<file path="src/rtl/alu_rr_arbiter.sv">
// alu_rr_arbiter: lets two requesters share one combinational ALU.
// A round-robin arbiter picks one valid request while idle and registers its
// operands toward the ALU. After EXEC_CYCLES the ALU outputs are captured into
// a response that is held until the consumer takes it.
module alu_rr_arbiter #(
  parameter int DATA_W      = 32,
  parameter int CTRL_W      = 4,
  parameter int EXEC_CYCLES = 1
) (
  input  logic              clk_i,
  input  logic              rst_i,
  input  logic              req0_valid_i,
  output logic              req0_ready_o,
  input  logic [DATA_W-1:0] req0_src1_i,
  input  logic [DATA_W-1:0] req0_src2_i,
  input  logic [CTRL_W-1:0] req0_ctrl_i,
  input  logic              req1_valid_i,
  output logic              req1_ready_o,
  input  logic [DATA_W-1:0] req1_src1_i,
  input  logic [DATA_W-1:0] req1_src2_i,
  input  logic [CTRL_W-1:0] req1_ctrl_i,
  output logic [DATA_W-1:0] alu_src1_o,
  output logic [DATA_W-1:0] alu_src2_o,
  output logic [CTRL_W-1:0] alu_ctrl_o,
  input  logic [DATA_W-1:0] alu_result_i,
  input  logic              alu_zero_i,
  input  logic              alu_greater_i,
  output logic              rsp_valid_o,
  input  logic              rsp_ready_i,
  output logic              rsp_id_o,
  output logic [DATA_W-1:0] rsp_result_o,
  output logic              rsp_zero_o,
  output logic              rsp_greater_o,
  output logic              busy_o
);

  // The counter only has to hold EXEC_CYCLES-1, never less than one bit wide.
  localparam int              CNT_W    = (EXEC_CYCLES > 1) ? $clog2(EXEC_CYCLES) : 1;
  localparam logic [CNT_W-1:0] CNT_LOAD = CNT_W'(EXEC_CYCLES - 1);

  typedef enum logic [1:0] {
    ST_IDLE = 2'b00,
    ST_EXEC = 2'b01,
    ST_RESP = 2'b10
  } state_t;

  state_t             state_r;
  state_t             state_nxt_s;
  logic [CNT_W-1:0]   cnt_r;
  logic               last_grant_r;
  logic               grant_valid_s;
  logic               grant_id_s;
  logic               accept_s;
  logic               capture_s;
  logic               release_s;

  logic [DATA_W-1:0]  alu_src1_r;
  logic [DATA_W-1:0]  alu_src2_r;
  logic [CTRL_W-1:0]  alu_ctrl_r;
  logic               rsp_valid_r;
  logic               rsp_id_r;
  logic [DATA_W-1:0]  rsp_result_r;
  logic               rsp_zero_r;
  logic               rsp_greater_r;

  // Round-robin pick: a lone requester wins, a tie goes to whoever did not win last.
  always_comb begin
    grant_valid_s = 1'b0;
    grant_id_s    = 1'b0;
    if (req0_valid_i && req1_valid_i) begin
      grant_valid_s = 1'b1;
      grant_id_s    = ~last_grant_r;
    end else if (req0_valid_i) begin
      grant_valid_s = 1'b1;
      grant_id_s    = 1'b0;
    end else if (req1_valid_i) begin
      grant_valid_s = 1'b1;
      grant_id_s    = 1'b1;
    end else begin
      grant_valid_s = 1'b0;
      grant_id_s    = 1'b0;
    end
  end

  assign accept_s     = (state_r == ST_IDLE) && grant_valid_s;
  assign req0_ready_o = accept_s && !grant_id_s;
  assign req1_ready_o = accept_s && grant_id_s;

  // Next-state logic plus the one-cycle capture/release strobes.
  always_comb begin
    state_nxt_s = state_r;
    capture_s   = 1'b0;
    release_s   = 1'b0;
    case (state_r)
      ST_IDLE: begin
        if (grant_valid_s) begin
          state_nxt_s = ST_EXEC;
        end else begin
          state_nxt_s = ST_IDLE;
        end
      end
      ST_EXEC: begin
        if (cnt_r == {CNT_W{1'b0}}) begin
          capture_s   = 1'b1;
          state_nxt_s = ST_RESP;
        end else begin
          state_nxt_s = ST_EXEC;
        end
      end
      ST_RESP: begin
        if (rsp_valid_r && rsp_ready_i) begin
          release_s   = 1'b1;
          state_nxt_s = ST_IDLE;
        end else begin
          state_nxt_s = ST_RESP;
        end
      end
      default: begin
        state_nxt_s = ST_IDLE;
      end
    endcase
  end

  // State register; reset drops any operation in flight.
  always_ff @(posedge clk_i or negedge rst_i) begin
    if (!rst_i) begin
      state_r <= ST_IDLE;
    end else begin
      state_r <= state_nxt_s;
    end
  end

  // Operand registers toward the ALU, owner id, round-robin history and hold counter.
  always_ff @(posedge clk_i or negedge rst_i) begin
    if (!rst_i) begin
      alu_src1_r   <= {DATA_W{1'b0}};
      alu_src2_r   <= {DATA_W{1'b0}};
      alu_ctrl_r   <= {CTRL_W{1'b0}};
      rsp_id_r     <= 1'b0;
      last_grant_r <= 1'b1;
      cnt_r        <= {CNT_W{1'b0}};
    end else begin
      if (accept_s) begin
        if (grant_id_s) begin
          alu_src1_r <= req1_src1_i;
          alu_src2_r <= req1_src2_i;
          alu_ctrl_r <= req1_ctrl_i;
        end else begin
          alu_src1_r <= req0_src1_i;
          alu_src2_r <= req0_src2_i;
          alu_ctrl_r <= req0_ctrl_i;
        end
        rsp_id_r     <= grant_id_s;
        last_grant_r <= grant_id_s;
        cnt_r        <= CNT_LOAD;
      end else if ((state_r == ST_EXEC) && !capture_s) begin
        cnt_r <= cnt_r - CNT_W'(1);
      end
    end
  end

  // Response registers: capture the ALU outputs once, hold until taken.
  always_ff @(posedge clk_i or negedge rst_i) begin
    if (!rst_i) begin
      rsp_valid_r   <= 1'b0;
      rsp_result_r  <= {DATA_W{1'b0}};
      rsp_zero_r    <= 1'b0;
      rsp_greater_r <= 1'b0;
    end else begin
      if (capture_s) begin
        rsp_valid_r   <= 1'b1;
        rsp_result_r  <= alu_result_i;
        rsp_zero_r    <= alu_zero_i;
        rsp_greater_r <= alu_greater_i;
      end else if (release_s) begin
        rsp_valid_r <= 1'b0;
      end
    end
  end

  assign alu_src1_o    = alu_src1_r;
  assign alu_src2_o    = alu_src2_r;
  assign alu_ctrl_o    = alu_ctrl_r;
  assign rsp_valid_o   = rsp_valid_r;
  assign rsp_id_o      = rsp_id_r;
  assign rsp_result_o  = rsp_result_r;
  assign rsp_zero_o    = rsp_zero_r;
  assign rsp_greater_o = rsp_greater_r;
  assign busy_o        = (state_r != ST_IDLE);

endmodule

</file>
<file path="config.mk">
export PLATFORM = sky130hd
export DESIGN_NAME = alu_rr_arbiter
export DESIGN_NICKNAME = d
export VERILOG_FILES = /design/src/rtl/alu_rr_arbiter.sv
export SDC_FILE = /design/constraint.sdc
export NUM_CORES = 1
export LEC_CHECK = 0
export ABC_AREA = 1
export BUFFER_PORTS_ARGS = -buffer_cell sky130_fd_sc_hd__buf_2
export CAP_MARGIN = 20
export CORE_MARGIN = 8
export CORE_UTILIZATION = 45
export DETAILED_ROUTE_END_ITERATION = 16
export PLACE_DENSITY = 0.8
export SETUP_SLACK_MARGIN = 0.15
export SLEW_MARGIN = 10
export SYNTH_ARGS = -nofsm -noshare
export SYNTH_HDL_FRONTEND = slang
export SYNTH_SLANG_ARGS = --single-unit
</file>
<file path="constraint.sdc">
create_clock -name clk_i -period 2.9 [get_ports clk_i]
set_clock_uncertainty 0.05 [all_clocks]
set_input_delay 0.435 -clock clk_i [delete_from_list [all_inputs] [get_ports clk_i]]
set_output_delay 0.435 -clock clk_i [all_outputs]
set_load 0.01 [all_outputs]
</file>
==> results.txt, run 1 <==
clock tree buffer depth - 2
largest net degree at the start of global routing - 109
Slew @ Worst Pin - 0.707 ns
CP arrival - 1.50 ns
die area - 14,900 um2
Die Y - 122 um
post-CTS resize count - 0
via/cell ratio - 4.76
dpl hpwl - 12.0 mm
RSZ-0062 raised after global routing - no
fin crit share - 0.685
Final Wtd Congestion - 0.864
PnR worst setup slack - 0.915 ns
# nets final - 1,120
vias - 5,191
fmax - 504 MHz
CP Capture Type - primary output
# rows - 38
Pleak - 4.21 nW
top cells by count, synth - nand2_1, dfrtp_1, nand3_1, inv_1, o21ai_0
grt ovf - 0
clock-pin slew on the worst setup and hold paths - 0.11 ns
CP Launch Type - flop
Initial Util - 0.465
Pre-Repair DR Iteration Count - 4
worst-case vdd ir drop - 0.000453 V
main area contributors after synthesis - dfrtp_1, nand2_1, nand3_1
synthesized cell area - 5060 um2
Port Buf Inserts - 281
Main synth FF type - dfrtp_1
drt drc - 0
initial antenna violation count - 1
Routed Antenna Nets - 0
layout cell share with drive strength beyond 1 - 0.327
setup TNS after final layout - 0 ns
Syn Nets - 863
required time of the critical path - 2.41 ns
Synth cell types - 12
Hold/Removal Path Class - in -> async
Synth top area share - 0.529
setup violators final - 0
most frequent cell after synthesis - nand2_1
power density cells - 971 nW/um2
Slew Limit Fails - 0
H-tree depth - 3
total wire length - 15.9 mm
status - finished, final reports clean
hold_buf cts - 0
core area - 10,900 um2
Die X - 122 um
final hold vios - 0
root buffer cell - clkbuf_8
Area Growth Syn to Fin - 33.5%
CTS tree - yes
synth warn - 0
GR Util All Layers - 0.213
Place WS - 1.12 ns
Post-Syn Instances - 688
Avg Synthesized Cell Area - 7.35 um2
Final min period - 1.99 ns
Post-synth EDFFs - 0
flops & latches, synth - 108
clk_lat worst skew - 0.34 ns
# IOs - 282
first-pass GRT wire length - 25.8 mm
vias in the first global route - 5,248
detailed router's first-iteration violation count - 321
critical path class - reg -> out
post-CTS setup buffers - 0
MaxCap Viol Count - 0
total CTS buffers - 9
critical path peak fanout - 4
DR WL/cell - 14.6 um
Async SR Flop Fraction - 1.00
Seq/Total Area, Yosys - 0.534
clock sink total - 108
largest area contributor in the netlist - dfrtp_1
Slew Limit Headroom - 0.529
## cells by family after synthesis
kind of cell	synth area share
AOI/OAI and AO/OA	0.0368
and+or+nand+nor	0.360
buffers and inverters	0.0690
DFF	0.534
## cell usage in the layout (no fill, tap or decap), types with 2 or more instances in the layout
master	netlist	routed
nand2_1	385	383
buf_2	18	280
dfrtp_1	107	107
nand3_1	72	71
inv_1	40	40
o21ai_0	34	34
clkbuf_8	0	10
buf_4	3	7
nor2_1	4	4
nand2_2	0	2
inv_6	0	2
buf_12	0	2
## per-layer routing
metal / vias to the layer above / track usage / wire length (um)
li1: 2611 / - / -
met1: 2362 / 0.248 / 6260
met2: 192 / 0.370 / 8060
met3: 26 / 0.0551 / 1280
met4: 0 / 0.0786 / 357
met5: - / 0 / 0
## report_power, final
group	internal (mW)	switching, mW	total [mW]
Sequential	2.23	0.377	2.60
Clock	0.430	0.509	0.939
Combinational	1.10	1.91	3.01
## state kept, by name, indices dropped and copies added, names as in the netlist, 2 cells and up
name	count
alu_ctrl_o	4
state_r	2
alu_src2_o	32
alu_src1_o	32
rsp_result_o	32
## worst paths after layout
kind / startpoint / endpoint / slack [ns] / cells past startpoint
max in group asynchronous: rst_i / rsp_valid_o / 2.26 / 2
worst max register to register: state_r[1] / alu_src1_o[22] / 1.12 / 6
min in group clk_i: alu_result_i[5] / rsp_result_o[5] / 0.26 / 3
worst min-delay path: rst_i / rsp_result_o[3] / 0.07 / 2
worst max-delay path: state_r[1] / req1_ready_o / 0.91 / 4
worst min register to register: alu_src2_o[2] / alu_src2_o[2] / 0.43 / 2
## through the flow
stage          area, um2  hold WS [ns]  power (mW)   util  instances
2_1_floorplan       5060        0.0894        4.35      -        688
3_3_place_gp        6540         0.408        5.60  0.601       1074
3_5_place_dp        6540         0.410        5.70  0.601       1074
4_1_cts             6750         0.105        6.65  0.620       1090
5_1_grt             6750         0.126        7.12  0.620       1091
6_report            6750        0.0736        6.56  0.620       1091
## critical path, stage by stage (launching register included)
cell and delay, ns:
dfrtp_1 0.42, nor2_1 0.28, inv_1 0.10, nor2_1 0.19
buf_2 0.17
## final cells by class
class	instances	area (um2)
fill	1048	4140
sequential	108	2700
multi-input combinational	496	2020
timing repair buffer	289	1490
tap	140	175
inverter	41	154
clock buffer	10	138
clock inverter	6	68.8
antenna	1	2.50
(Power assumes the default switching activity.)
==> inputs of run 2 (changes only) <==
--- a/config.mk
+++ b/config.mk
@@ -9,9 +9,9 @@
 export BUFFER_PORTS_ARGS = -buffer_cell sky130_fd_sc_hd__buf_2
 export CAP_MARGIN = 20
 export CORE_MARGIN = 8
-export CORE_UTILIZATION = 45
+export CORE_UTILIZATION = 40
 export DETAILED_ROUTE_END_ITERATION = 16
-export PLACE_DENSITY = 0.8
+export PLACE_DENSITY = 0.75
 export SETUP_SLACK_MARGIN = 0.15
 export SLEW_MARGIN = 10
 export SYNTH_ARGS = -nofsm -noshare
==> constraint.sdc (replaced) <==
create_clock -name clk_i -period 1.7 [get_ports clk_i]
set_clock_uncertainty 0.05 [all_clocks]
set_input_delay 0.255 -clock clk_i [delete_from_list [all_inputs] [get_ports clk_i]]
set_output_delay 0.255 -clock clk_i [all_outputs]
set_load 0.01 [all_outputs]
==> run 2 against run 1 <==
Via count up 0.19%. Cell count increased by 4.1%. Non-clock buffer count is 13 higher. Largest cell class unchanged. Largest power group unchanged. Highest routed layer unchanged.
==> results.txt, run 2 (same netlist as run 1, synthesis figures left out) <==
status - finished, final reports clean
detailed router's first-iteration violation count - 293
vias in the first global route - 5,240
layout cell share with drive strength beyond 1 - 0.338
clk_lat worst skew - 0.34 ns
via/cell ratio - 4.58
first-pass GRT wire length - 25.9 mm
DR WL/cell - 14.7 um
# IOs - 282
MaxCap Viol Count - 0
final total power - 12.0 mW
commonest non-fill, non-tap cells in the layout - nand2_1, buf_2, dfrtp_1, nand3_1, inv_1
Routed Antenna Nets - 0
dpl hpwl - 12.0 mm
GR Util All Layers - 0.198
vias - 5,201
critical path class - reg -> out
Inst Count DP - 1,110
total CTS buffers - 9
Initial Util - 0.406
non-filler cells, final - 1,136
power density cells - 1690 nW/um2
clock tree buffer depth - 2
required time of the critical path - 1.39 ns
Slew Limit Headroom - 0.539
Area Growth Syn to Fin - 40.3%
Port Buf Inserts - 281
Final min period - 1.62 ns
fmax - 619 MHz
worst-case vdd ir drop - 0.000715 V
Slew Limit Fails - 0
Pre-Repair DR Iteration Count - 4
H-tree depth - 3
die area - 16,500 um2
Die X - 128 um
critical path peak fanout - 4
CP Capture Type - primary output
Slew @ Worst Pin - 0.692 ns
total wire length - 16.6 mm
clock-pin slew on the worst setup and hold paths - 0.07 ns
initial antenna violation count - 0
final hold vios - 0
CTS tree - yes
# nets final - 1,134
root buffer cell - clkbuf_16
grt ovf - 0
Antenna diodes - 0
Hold/Removal Path Class - in -> reg
Pleak - 4.36 nW
setup TNS after final layout - 0 ns
drt drc - 0
core area - 12,500 um2
RSZ-0062 raised after global routing - yes
CP arrival - 1.31 ns
clock sink total - 108
setup violators final - 0
fin crit share - 0.951
# rows - 41
Final Wtd Congestion - 0.809
Die Y - 128 um
commonest non-fill, non-tap cell in the layout - nand2_1
fill cell count - 1,254
largest net degree at the start of global routing - 109
CP Launch Type - flop
[run 2: changes by cell type in the layout (fill, tap and decap cells not counted), moves of 2 or more]
cell       previous run  this run
nand2_4               0         2
nor2_1                4         2
clkbuf_16             0        10
nand2_2               2         0
clkbuf_1              0         2
inv_1                40        38
inv_2                 1         3
buf_6                 0         2
buf_12                2         6
buf_4                 7        12
clkbuf_8             10         1
[run 2: worst max-delay path: stages (launching register included)]
cell and delay [ns]:
dfstp_2 0.55, nand2_4 0.08, nand2_8 0.09, inv_2 0.03, nor2_1 0.08, buf_2 0.15
[run 2: path summary, 6_finish.rpt]
kind	to	slack, ns	cells past startpoint	startpoint
max	req0_ready_o	0.08	5	last_grant_r
max in group asynchronous	alu_src1_o[19]	0.65	3	rst_i
max reg2reg	alu_src1_o[27]	0.25	8	last_grant_r
min in group asynchronous	alu_ctrl_o[0]	0.45	3	rst_i
min	rsp_result_o[18]	0.10	3	alu_result_i[18]
min reg2reg	alu_src2_o[17]	0.42	2	alu_src2_o[17]
[run 2: routing by layer]
layer / share of wire / vias up / track usage
met5: 0 / - / 0
met4: 0.023 / 0 / 0.0776
met3: 0.073 / 25 / 0.0525
met2: 0.51 / 183 / 0.354
met1: 0.39 / 2341 / 0.220
li1: - / 2652 / -
[run 2: final cells by class]
| type | count | area, um2 | area share |
|---|---|---|---|
| clock buffer | 12 | 246 | 0.0347 |
| clock inverter | 4 | 55.1 | 0.00775 |
| inverter | 41 | 154 | 0.0217 |
| multi-input combinational | 497 | 2060 | 0.290 |
| sequential | 108 | 2700 | 0.381 |
| tap | 172 | 215 | 0.0303 |
| timing repair buffer | 302 | 1670 | 0.235 |
[run 2: where the power goes]
group	total [mW]	internal, mW	switching (mW)	leakage, nW
combinational	5.47	2.13	3.34	2.87
clock	2.13	1.20	0.938	0.144
sequential	4.43	3.81	0.624	1.34
total	12.0	7.13	4.90	4.36
[run 2: per-stage QoR]
stage                     setup slack [ns]  area, um2   util  hold slack [ns]
after floorplan                      0.239       5060      -          -0.0906
after CTS                           0.0682       7060  0.566           0.0944
after global placement              0.0896       6660  0.535            0.330
after global routing                0.0417       7100  0.570            0.106
final                               0.0835       7100  0.570            0.105
after detailed placement            0.0810       6660  0.535            0.334
[run 2: timing repair]
action	CTS	global route
gates resized for setup	8	2
pin swaps	5	0
hold endpoints to repair	107	0
endpoints found under the setup margin	49	70
buffers inserted	6	1
hold buffers	1	0
gates cloned	1	1
==> inputs of run 3 (changes only) <==
==> config.mk (replaced) <==
export PLATFORM = sky130hd
export DESIGN_NAME = alu_rr_arbiter
export DESIGN_NICKNAME = d
export VERILOG_FILES = /design/src/rtl/alu_rr_arbiter.sv
export SDC_FILE = /design/constraint.sdc
export NUM_CORES = 1
export LEC_CHECK = 0
export BUFFER_PORTS_ARGS = -buffer_cell sky130_fd_sc_hd__buf_2
export CAP_MARGIN = 5
export CORE_MARGIN = 8
export CORE_UTILIZATION = 39
export DETAILED_ROUTE_END_ITERATION = 16
export PLACE_DENSITY = 0.76
export SLEW_MARGIN = 10
export SYNTH_ARGS = -nofsm -noshare
export SYNTH_HDL_FRONTEND = slang
export SYNTH_SLANG_ARGS = --single-unit
==> run 3 against run 2 <==
Via count shrank 22%. Sequential power grew 1%. Synthesized cell count shrank 52%. Critical endpoint is now rsp_result_o[23]. Register-to-register slack lost 0.23 ns. Worst setup slack lost 0.067 ns. Largest power group unchanged. Count of clock-buffer cells in the layout grew 2.
==> results.txt, run 3 <==
Routed Antenna Nets - 0
required time of the critical path - 1.87 ns
GR Util All Layers - 0.192
hold slack - 0.0903 ns
DR WL/cell - 19.9 um
critical path class - reg -> reg
commonest non-fill, non-tap cell in the layout - buf_2
# rows - 39
reg-to-reg setup timing slack - 0.02 ns
die area - 15,500 um2
Antenna diodes - 0
clock tree buffer depth - 2
clock-pin slew on the worst setup and hold paths - 0.07 ns
Slew @ Worst Pin - 0.725 ns
worst-case vdd ir drop - 0.00106 V
total wire length - 15.1 mm
# IOs - 282
setup violators final - 0
final hold vios - 0
fmax - 594 MHz
CP Cell Sequence - buf_4 -> or2b_4 -> nor2_4 -> buf_12 -> mux2_2
RSZ-0062 raised after global routing - yes
Worst path slowest cell - dfrtp_1
cell area after layout - 6600 um2
Pleak - 3.31 nW
Synth top area share - 0.583
critical path peak fanout - 35
max incr delay on CP - 0.41 ns
Final Wtd Congestion - 0.840
MaxCap Viol Count - 0
layout cell share with drive strength beyond 1 - 0.573
Post-synth EDFFs - 0
clock sink total - 108
CTS tree - yes
vias - 4,048
Port Buf Inserts - 281
Area Growth Syn to Fin - 43.9%
root buffer cell - clkbuf_16
power density cells - 1930 nW/um2
Slew Limit Headroom - 0.515
Syn Nets - 507
largest area contributor in the netlist - dfrtp_1
Die X - 124 um
dpl hpwl - 11.0 mm
H-tree depth - 3
Avg Synthesized Cell Area - 13.8 um2
fin crit share - 0.990
grt ovf - 0
most frequent cell after synthesis - dfrtp_1
largest net degree at the start of global routing - 109
# nets final - 786
Initial Util - 0.400
Hold/Removal Path Class - in -> reg
Pre-Repair DR Iteration Count - 4
drt drc - 0
Storage cell area - 2700 um2
first-pass GRT wire length - 24.0 mm
vias in the first global route - 4,408
Post-Syn Instances - 332
main area contributors after synthesis - dfrtp_1, a221o_1, o21a_1
Main synth FF type - dfrtp_1
synth warn - 0
top cells by count, synth - dfrtp_1, a221o_1, o21a_1, mux2_2, clkbuf_1
detailed router's first-iteration violation count - 201
initial antenna violation count - 0
Slew Limit Fails - 0
commonest non-fill, non-tap cells in the layout - buf_2, dfrtp_1, o21a_1, a221o_1, mux2_2
CP Launch Type - flop
fill cell count - 951
Die Y - 124 um
final total power - 12.8 mW
Seq/Total Area, Yosys - 0.589
synthesized cell area - 4590 um2
flops & latches, synth - 108
Async SR Flop Fraction - 1.00
Final min period - 1.68 ns
core area - 11,500 um2
Synth cell types - 21
CP arrival - 1.86 ns
Placed Area - 6180 um2
total CTS buffers - 9
Multi-input gate area - 1710 um2
clk_lat worst skew - 0.34 ns
CP Capture Type - flop
status - finished, final reports clean
via/cell ratio - 5.33
==> run 3: path summary, 6_finish.rpt <==
| path | endpoint | cells after the start | startpoint |
|---|---|---|---|
| worst max-delay path | rsp_result_o[23] | 5 | state_r[1] |
| worst min-delay path | alu_src2_o[30] | 2 | req1_src2_i[30] |
| worst max register to register | rsp_result_o[23] | 5 | state_r[1] |
| worst min register to register | rsp_id_o | 1 | rsp_id_o |
| max in group asynchronous | alu_src1_o[28] | 3 | rst_i |
| min in group asynchronous | rsp_result_o[2] | 3 | rst_i |
==> run 3: cell type report <==
| class | instances | area share |
|---|---|---|
| flip-flops and latches | 108 | 0.409 |
| repair buffers | 301 | 0.261 |
| multi-input cells | 188 | 0.260 |
| clock buffers | 14 | 0.0385 |
| well taps | 143 | 0.0271 |
| inverters | 3 | 0.00246 |
| clock inverters | 2 | 0.00189 |
==> run 3: critical path: cells and delay by family (launching register included) <==
kind | cells | cell delay, ns
buf+inv | 2 | 0.37
flops | 1 | 0.41
mux | 1 | 0.36
simple gates | 2 | 0.36
==> run 3: power by group <==
group          switching [mW]  leakage, nW  internal, mW  total (mW)
Clock                   0.876        0.127          1.03        1.91
Sequential              0.637         1.31          3.85        4.49
Combinational            3.04         1.88          3.31        6.35
==> run 3: timing repair <==
item | in CTS | in global routing
pin swaps | 2 | 0
gates cloned | 1 | 1
hold buffers | 1 | 0
buffers inserted | 5 | 3
setup endpoints to repair | 3 | 56
hold endpoints to repair | 107 | 0
resized for setup | 5 | 6
==> run 3: stage by stage <==
stage	worst slack, ns	std cells	util	setup TNS [ns]
floorplan	0.172	332	-	0
global placement	0.0518	732	0.539	0
detailed placement	0.00368	732	0.539	0
CTS	-0.00418	755	0.571	-0.0103
global route	-0.0355	759	0.576	-0.854
finish	0.0162	759	0.576	0
==> run 3: logic make-up after synthesis <==
logic type	Yosys count	synth area share
compound gates	145	0.271
flops	108	0.589
buf+inv	36	0.0439
mux	34	0.0834
simple gates	9	0.0125
==> run 3: metal layers <==
layer  wire [um]  vias up  global-route usage
met3         964       30              0.0489
met4         444        0              0.0943
met2        7620      194               0.327
li1            -     1864                   -
met1        6050     1960               0.219
met5           0        -                   0
